==> src/rtl/matrix_unorder_if.sv <==
// Bundles the matrix_unorder request (grid, shape, enable) and result signals.
// The master drives a run and the slave is the compactor.
interface matrix_unorder_if #(
  parameter int DATA_WIDTH = 9
);
  logic [2:0]               r;
  logic [2:0]               c;
  logic [25*DATA_WIDTH-1:0] grid_in;
  logic                     en;
  logic [25*DATA_WIDTH-1:0] data_out;
  logic [4:0]               elem_count;
  logic                     busy;
  logic                     isUnordered;

  modport master (
    output r, c, grid_in, en,
    input  data_out, elem_count, busy, isUnordered
  );

  modport slave (
    input  r, c, grid_in, en,
    output data_out, elem_count, busy, isUnordered
  );
endinterface

==> src/rtl/matrix_unorder.sv <==
// Compacts the r x c matrix held in the top-left corner of a zero-padded 5x5
// grid into a dense element list, scanning one grid position per cycle.
module matrix_unorder #(
  parameter int DATA_WIDTH = 9
) (
  input  logic             clk,
  input  logic             reset,
  matrix_unorder_if.slave  bus
);

  typedef enum logic [1:0] {
    IDLE = 2'd0,
    SCAN = 2'd1,
    DONE = 2'd2
  } state_t;

  state_t                   state_r;
  logic [4:0]               pos_r;
  logic [4:0]               out_idx_r;
  logic [2:0]               r_l_r;
  logic [2:0]               c_l_r;
  logic [25*DATA_WIDTH-1:0] grid_l_r;
  logic [25*DATA_WIDTH-1:0] temp_r;
  logic [25*DATA_WIDTH-1:0] data_out_r;
  logic [4:0]               elem_count_r;
  logic                     busy_r;
  logic                     is_unordered_r;

  logic [2:0]               row_s;
  logic [2:0]               col_s;
  logic                     hit_s;
  logic [4:0]               idx_next_s;
  logic [25*DATA_WIDTH-1:0] temp_next_s;

  function automatic logic [2:0] clamp5(input logic [2:0] v);
    if (v > 3'd5) begin
      clamp5 = 3'd5;
    end else begin
      clamp5 = v;
    end
  endfunction

  // Next temp buffer and write index for the current scan position; the final
  // result takes temp_next_s so a write at position 24 is not lost.
  always_comb begin
    row_s       = 3'(pos_r / 5'd5);
    col_s       = 3'(pos_r % 5'd5);
    hit_s       = (row_s < r_l_r) && (col_s < c_l_r);
    temp_next_s = temp_r;
    idx_next_s  = out_idx_r;
    if (hit_s) begin
      temp_next_s[out_idx_r*DATA_WIDTH +: DATA_WIDTH] = grid_l_r[pos_r*DATA_WIDTH +: DATA_WIDTH];
      idx_next_s = out_idx_r + 5'd1;
    end else begin
      idx_next_s = out_idx_r;
    end
  end

  // Control FSM with registered result outputs.
  always_ff @(posedge clk) begin
    if (reset) begin
      state_r        <= IDLE;
      pos_r          <= 5'd0;
      out_idx_r      <= 5'd0;
      r_l_r          <= 3'd0;
      c_l_r          <= 3'd0;
      grid_l_r       <= '0;
      temp_r         <= '0;
      data_out_r     <= '0;
      elem_count_r   <= 5'd0;
      busy_r         <= 1'b0;
      is_unordered_r <= 1'b0;
    end else begin
      case (state_r)
        IDLE: begin
          if (bus.en) begin
            r_l_r     <= clamp5(bus.r);
            c_l_r     <= clamp5(bus.c);
            grid_l_r  <= bus.grid_in;
            temp_r    <= '0;
            pos_r     <= 5'd0;
            out_idx_r <= 5'd0;
            busy_r    <= 1'b1;
            state_r   <= SCAN;
          end else begin
            state_r <= IDLE;
          end
        end
        SCAN: begin
          if (!bus.en) begin
            busy_r  <= 1'b0;
            state_r <= IDLE;
          end else begin
            temp_r    <= temp_next_s;
            out_idx_r <= idx_next_s;
            pos_r     <= pos_r + 5'd1;
            if (pos_r == 5'd24) begin
              data_out_r     <= temp_next_s;
              elem_count_r   <= idx_next_s;
              busy_r         <= 1'b0;
              is_unordered_r <= 1'b1;
              state_r        <= DONE;
            end else begin
              state_r <= SCAN;
            end
          end
        end
        DONE: begin
          if (!bus.en) begin
            is_unordered_r <= 1'b0;
            state_r        <= IDLE;
          end else begin
            state_r <= DONE;
          end
        end
        default: begin
          busy_r         <= 1'b0;
          is_unordered_r <= 1'b0;
          state_r        <= IDLE;
        end
      endcase
    end
  end

  assign bus.data_out    = data_out_r;
  assign bus.elem_count  = elem_count_r;
  assign bus.busy        = busy_r;
  assign bus.isUnordered = is_unordered_r;

endmodule
==> src/flat_wrapper.sv <==
// flat-port wrapper written by rule: the top's interface ports become plain ports
module matrix_unorder_flat 
#(
  parameter int DATA_WIDTH = 9
)
  (clk, reset, bus_r, bus_c, bus_grid_in, bus_en, bus_data_out, bus_elem_count, bus_busy, bus_isUnordered);
  matrix_unorder_if #(.DATA_WIDTH(DATA_WIDTH)) bus_i ();
  input  logic clk;
  input  logic reset;
  input wire logic [$bits(bus_i.r)-1:0] bus_r;
  input wire logic [$bits(bus_i.c)-1:0] bus_c;
  input wire logic [$bits(bus_i.grid_in)-1:0] bus_grid_in;
  input wire logic [$bits(bus_i.en)-1:0] bus_en;
  output wire logic [$bits(bus_i.data_out)-1:0] bus_data_out;
  output wire logic [$bits(bus_i.elem_count)-1:0] bus_elem_count;
  output wire logic [$bits(bus_i.busy)-1:0] bus_busy;
  output wire logic [$bits(bus_i.isUnordered)-1:0] bus_isUnordered;
  assign bus_i.r = bus_r;
  assign bus_i.c = bus_c;
  assign bus_i.grid_in = bus_grid_in;
  assign bus_i.en = bus_en;
  assign bus_data_out = bus_i.data_out;
  assign bus_elem_count = bus_i.elem_count;
  assign bus_busy = bus_i.busy;
  assign bus_isUnordered = bus_i.isUnordered;
  matrix_unorder #(.DATA_WIDTH(DATA_WIDTH)) u_core (.clk(clk), .reset(reset), .bus(bus_i));
endmodule
==> config.mk <==
export PLATFORM = sky130hd
export DESIGN_NAME = matrix_unorder_flat
export DESIGN_NICKNAME = d
export VERILOG_FILES = /design/src/rtl/matrix_unorder_if.sv /design/src/rtl/matrix_unorder.sv /design/src/flat_wrapper.sv
export SDC_FILE = /design/constraint.sdc
export NUM_CORES = 2
export LEC_CHECK = 0
export CORE_ASPECT_RATIO = 0.5
export CORE_MARGIN = 1.5
export CORE_UTILIZATION = 39
export DETAILED_ROUTE_END_ITERATION = 10
export HOLD_SLACK_MARGIN = 0.12
export PLACE_DENSITY = 0.6
export SYNTH_ARGS = -nofsm -noshare
export SYNTH_HDL_FRONTEND = slang
export SYNTH_SLANG_ARGS = --single-unit
==> constraint.sdc <==
create_clock -name clk -period 7.9 [get_ports clk]
set_input_delay 2.37 -clock clk [delete_from_list [all_inputs] [get_ports clk]]
set_output_delay 2.37 -clock clk [all_outputs]
set_load 0.05 [all_outputs]
Word level (Yosys, flattened, before mapping). Cells that the tools add are included.

Multiply operators: 2. Div/mod/pow operators: 2. Bitwise logic cells: 2. Shift-type cells: 3. $add $sub $neg: 3. Multiplexer cells: 26. Eq/ne operators: 8. $lt $le $gt $ge: 4. Reduce and logical (&&, ||, !) cells: 8.

Operator list (count): 225-bit 2-to-1 mux (3); 225-bit case mux with 2 select lines (1); 225-bit bitwise mux (1); 9-bit by 34-bit variable shift with 225-bit output, first input constant (1); 225-bit by 10-bit indexed part select with 9-bit output (1); 9-bit by 34-bit indexed part select with 225-bit output (1); 9-bit negation with 34-bit output (1); 5-bit 2-to-1 mux (4); 5-bit case mux with 2 select lines (2); 5-bit by 4-bit multiplier with 9-bit output, second input constant (2); 5-bit by 1-bit adder with 5-bit output, second input constant (2); 3-bit AND reduction (3); 1-bit 2-to-1 mux (7); 3-bit > comparator, second input constant (2); 3-bit less-than comparator (2); 2-bit 2-to-1 mux (3); 3-bit 2-to-1 mux (2); 2-bit != test, second input constant (3); 1-bit case mux with 3 select lines (2); 2-bit case mux with 3 select lines (1); 5-bit by 3-bit divider with 5-bit output, second input constant (1); 5-bit == test, second input constant (1); 5-bit by 3-bit remainder unit with 5-bit output, second input constant (1); 4-bit AND reduction (1); other kinds (9) (10).

Word-level logic and storage cells: 69. Flip-flop bits (word level): 700. Output and inout port bits: 232. Input port bits: 234.

Depth between registers and ports, before layout.
Depth in word-level cells: 7. Gate-level depth with buffers: 21. Gate-level depth less buffers: 18.

Worst setup path before layout. Ideal clock, no wire load.

Kind: reg2reg. From: reg u_core.pos_r[0]. To: reg u_core.temp_r[171]. Cell stages (with the launch flop): 21. Required time: 7.828 ns. Period minus slack after synthesis: 4.446 ns. Path slack: 3.454 ns. Arrival: 4.374 ns. Buffers on the path: 2. Library setup time: 0.072 ns. Cells stage by stage: dfxtp_1 -> clkinv_1 -> ha_1 -> nand3b_1 -> a21oi_1 -> nor2_1 -> ha_1 -> o21ai_0 -> a21oi_1 -> nor4_1 -> o221ai_1 -> ha_1 -> a211oi_1 -> nand2_1 -> a311o_1 -> o22ai_1 -> buf_2 -> buf_2 -> nand2_1 -> nor3_2 -> mux2i_1.

Word-level cells in the longest chain between the ends: 7. Elaborated cells between the ends (all ways): 12. Those cells by class: mul: 1; div: 2; order compare: 2; shift: 2; mux: 4; reduce/logical: 1.

RTL lines: start, declared (RTL line matrix_unorder.sv:18) `logic [4:0] pos_r;`; start signal, assigned (RTL line matrix_unorder.sv:96) `pos_r <= pos_r + 5'd1;`; parallel branches: the longest is 4 deep, another holds 5-bit by 3-bit divider with 5-bit output; 225-bit 2-to-1 mux * (RTL line matrix_unorder.sv:51) `if (hit_s) begin`; 225-bit 2-to-1 mux * (RTL line matrix_unorder.sv:90) `if (!bus.en) begin`; 225-bit case mux with 2 select lines * (RTL line matrix_unorder.sv:74) `case (state_r)`; end signal, assigned (RTL line matrix_unorder.sv:94) `temp_r <= temp_next_s;`; end, declared (RTL line matrix_unorder.sv:23) `logic [25*DATA_WIDTH-1:0] temp_r;`.

Every way passes the cells marked *. The select of a mux whose other input is x is not followed. A chain may end at the register's enable or synchronous reset.

Worst setup path in the final report.
From: reg u_core.pos_r[1]. To: reg u_core.temp_r[163].

The elaborated chain is that of the path after synthesis.

==> results.ini <==
[place]
io_buffers=465
gp_congestion=0.883
hpwlAfterDp_mm=69.8

[yosys]
synth_ff_type=dfxtp_1
ys_async_sr_fraction_pct=0
yosys_warnings=0
ys_ff_latch=700
seq_area_frac_synth_pct=48.7
synth_edf_count=0
syn_nets=3629
synth.avg_cell_area_um2=8.51
ys_types=78
syn_area_um2=28800
postSynthCellCount=3382

[timing]
drv_slew=0
period_share_pct=75.7
fmax_mhz=167
hold_viol=0
setup_viol=0
fin_crit_ns=5.98
rsz0062_at_grt=false
worst_pin_slew_ns=1.26
fin_tns_setup_ns=0
skew_ns=0.0315
max_slew_margin_pct=15.5

[global_route]
globalRouteTotalUtil_pct=26.6
grt_overflow_total=0
met1_usage_pct=35.8
grt_antenna_before_repair=8
use_met3_pct=3.97
grt_max_degree=234
grt-busiest-layer=met2
grt_pass1_vias=25330
use_met2_pct=44.0
grt_pass1_wl_mm=156

[routing]
vias_per_cell=5.70
drt_iter0_drc=2571
via_count=26926
drtAntennaViolNets=0
wl_mm=105
wire_per_inst_um=22.2
drtPass1Iterations=8
drc_errors=0

[pwr]
power_density_nw_per_um2=211
power.leakage_nw=12.5
total_power_mw=7.69
ir_worst_vdd_mv=0.113

[cells_and_area]
drive_gt1_share_pct=7.16
final_cell_mix=nand2_1, dfxtp_1, clkdlybuf4s50_1, a21oi_1, nand3_1
nets=3939
fin_util_pct=50.0
area.growth.synth_to_final_pct=26.8
layout_commonest_cell=nand2_1

[floorplan]
die_area_um2=75600
die_w_um=387
num_rows=70
core_area_um2=73000
ios=466
initial_core_util_pct=39.4
die_y_um=195

[setup_path]
crit_path_end_kind=flop
required_ns=8.42
crit_fanout=54
r2r_setup_slack_ns=1.92
critPathSlowestCell=nor2_1
arrival_ns=6.49
cp-start-kind=flop
worstPathCellList=buf_4 -> nand2b_1 -> a31o_1 -> nor2_1 -> ha_1 -> o21ai_0 -> a21oi_1 -> nor4_1 -> o221ai_1 -> ha_1 -> a211oi_1 -> nand2_1 -> a311o_1 -> o22a_1 -> buf_4 -> nor2_1 -> nand2_1 -> o31ai_1
cp_num_buf_inv=2
cpPeakStageDelay_ns=0.84
critPathKind=flop to flop
cp_top_family=simple AND/OR/NAND/NOR gates

[flow_run]
maxCapViolCount=0

[clocking]
post_cts_buffers=0
cts_made_buffers=67
cts_resized=0
tritoncts=done
ctsHoldBuffers=0
cts-htree-levels=3
cts_root_buf=clkbuf_16
clkTransAtPathRegs_ns=0.07
cts_sinks=700
clockBufferDepth=3
worstSkewPairLatency_ns=0.64

[outcome]
status=finished clean

[worst_hold_path]
hold_class=flop to flop

[cells in the mapped netlist, drive strengths merged (4+ instances only)]
cell type,count,area (um2)
nand2,761,2860
dfxtp,700,14000
a21oi,341,1710
clkbuf,219,822
nand3,200,1010
nor2,167,627
o21ai,165,826
nor3,134,701
o211ai,73,548
mux2i,64,641
buf,57,272
a22o,51,447
a211oi,49,368
mux4,42,946
a2111oi,32,280
a221o,26,260
mux2,23,259
o2bb2ai,19,166
a31oi,17,143
inv,17,63.8
and3,15,93.8
nand3b,14,105
nand4,14,87.6
o31ai,14,115
ha,13,163
a22oi,12,90.1
nand2b,10,62.6
nor2b,10,62.6
o22ai,10,62.6
o311a,9,90.1
or4,9,75.1
a41oi,8,70.1
and2,8,50.1
o311ai,8,70.1
nor4,7,86.3
or3,6,37.5
xnor2,5,43.8
a31o,4,35.0
a41o,4,40.0
o221ai,4,35.0
o32ai,4,35.0
[stage by stage]
step	hold WS [ns]	cells	area [um2]	setup WS [ns]
after floorplan	0.424	3382	28800	3.45
after CTS	0.453	4715	36500	2.05
after detailed placement	0.444	4595	34100	1.72
after global placement	0.435	4595	34100	1.98
after global routing	0.467	4721	36500	1.53
final	0.452	4721	36500	1.92
[cell type report]
cell class	instances	area, um2
repair buffers	517	5070
well taps	972	1220
inverters	20	75.1
flip-flops and latches	700	14000
clock buffers	97	2080
diodes	6	15.0
clock inverters	23	288
multi-input cells	2386	13700
fillers	6990	36600
[worst register-to-register path: stages (launching register included)]
cell and delay (ns):
dfxtp_4 0.39, buf_4 0.64, nand2b_1 0.32, a31o_1 0.25
nor2_1 0.10, ha_1 0.27, o21ai_0 0.17, a21oi_1 0.08
nor4_1 0.26, o221ai_1 0.17, ha_1 0.20, a211oi_1 0.19
nand2_1 0.15, a311o_1 0.40, o22a_1 0.26, buf_4 0.25
nor2_1 0.84, nand2_1 0.57, o31ai_1 0.36
[per-layer routing]
metal | routed length, um | vias to the layer above
met5 | 0 | -
li1 | - | 12667
met4 | 2770 | 0
met3 | 7100 | 173
met2 | 50100 | 1018
met1 | 44700 | 13068
[flip-flops by register name (all words and copies together) (netlist names)]
signal and cells:
u_core.state_r 2, u_core.out_idx_r 5, u_core.c_l_r 3, u_core.temp_r 225, u_core.bus.elem_count 5, u_core.bus.isUnordered 1
u_core.r_l_r 3, u_core.grid_l_r 225, u_core.bus.busy 1, u_core.pos_r 5, u_core.bus.data_out 225
[report_power, final]
| group | leakage, nW | total, mW | internal, mW | switching [mW] |
|---|---|---|---|---|
| registers | 5.68 | 3.63 | 3.60 | 0.0380 |
| clock network | 1.17 | 3.48 | 2.03 | 1.44 |
| logic | 5.65 | 0.574 | 0.217 | 0.357 |
| total | 12.5 | 7.69 | 5.85 | 1.84 |
[logic make-up (layout without fill, tap and decap cells)]
group | Yosys count | count (layout) | synth area share [%]
buf+inv | 296 | 657 | 4.06
flops | 700 | 700 | 48.7
mux | 129 | 129 | 6.41
compound gates | 868 | 868 | 19.3
fa+ha+maj | 14 | 14 | 0.600
xor+xnor | 6 | 6 | 0.183
other cells | 0 | 6 | 0
simple gates | 1369 | 1369 | 20.8
[worst paths after layout]
| check | to | cells past startpoint | from |
|---|---|---|---|
| max | u_core.temp_r[163]$_SDFFE_PP0P_ | 18 | u_core.pos_r[1]$_SDFFE_PP0P_ |
| min | u_core.grid_l_r[111]$_SDFFE_PP0P_ | 2 | u_core.grid_l_r[111]$_SDFFE_PP0P_ |
| max reg2reg | u_core.temp_r[163]$_SDFFE_PP0P_ | 18 | u_core.pos_r[1]$_SDFFE_PP0P_ |
| min reg2reg | u_core.grid_l_r[111]$_SDFFE_PP0P_ | 2 | u_core.grid_l_r[111]$_SDFFE_PP0P_ |
Power figures use the tool's default switching activity.
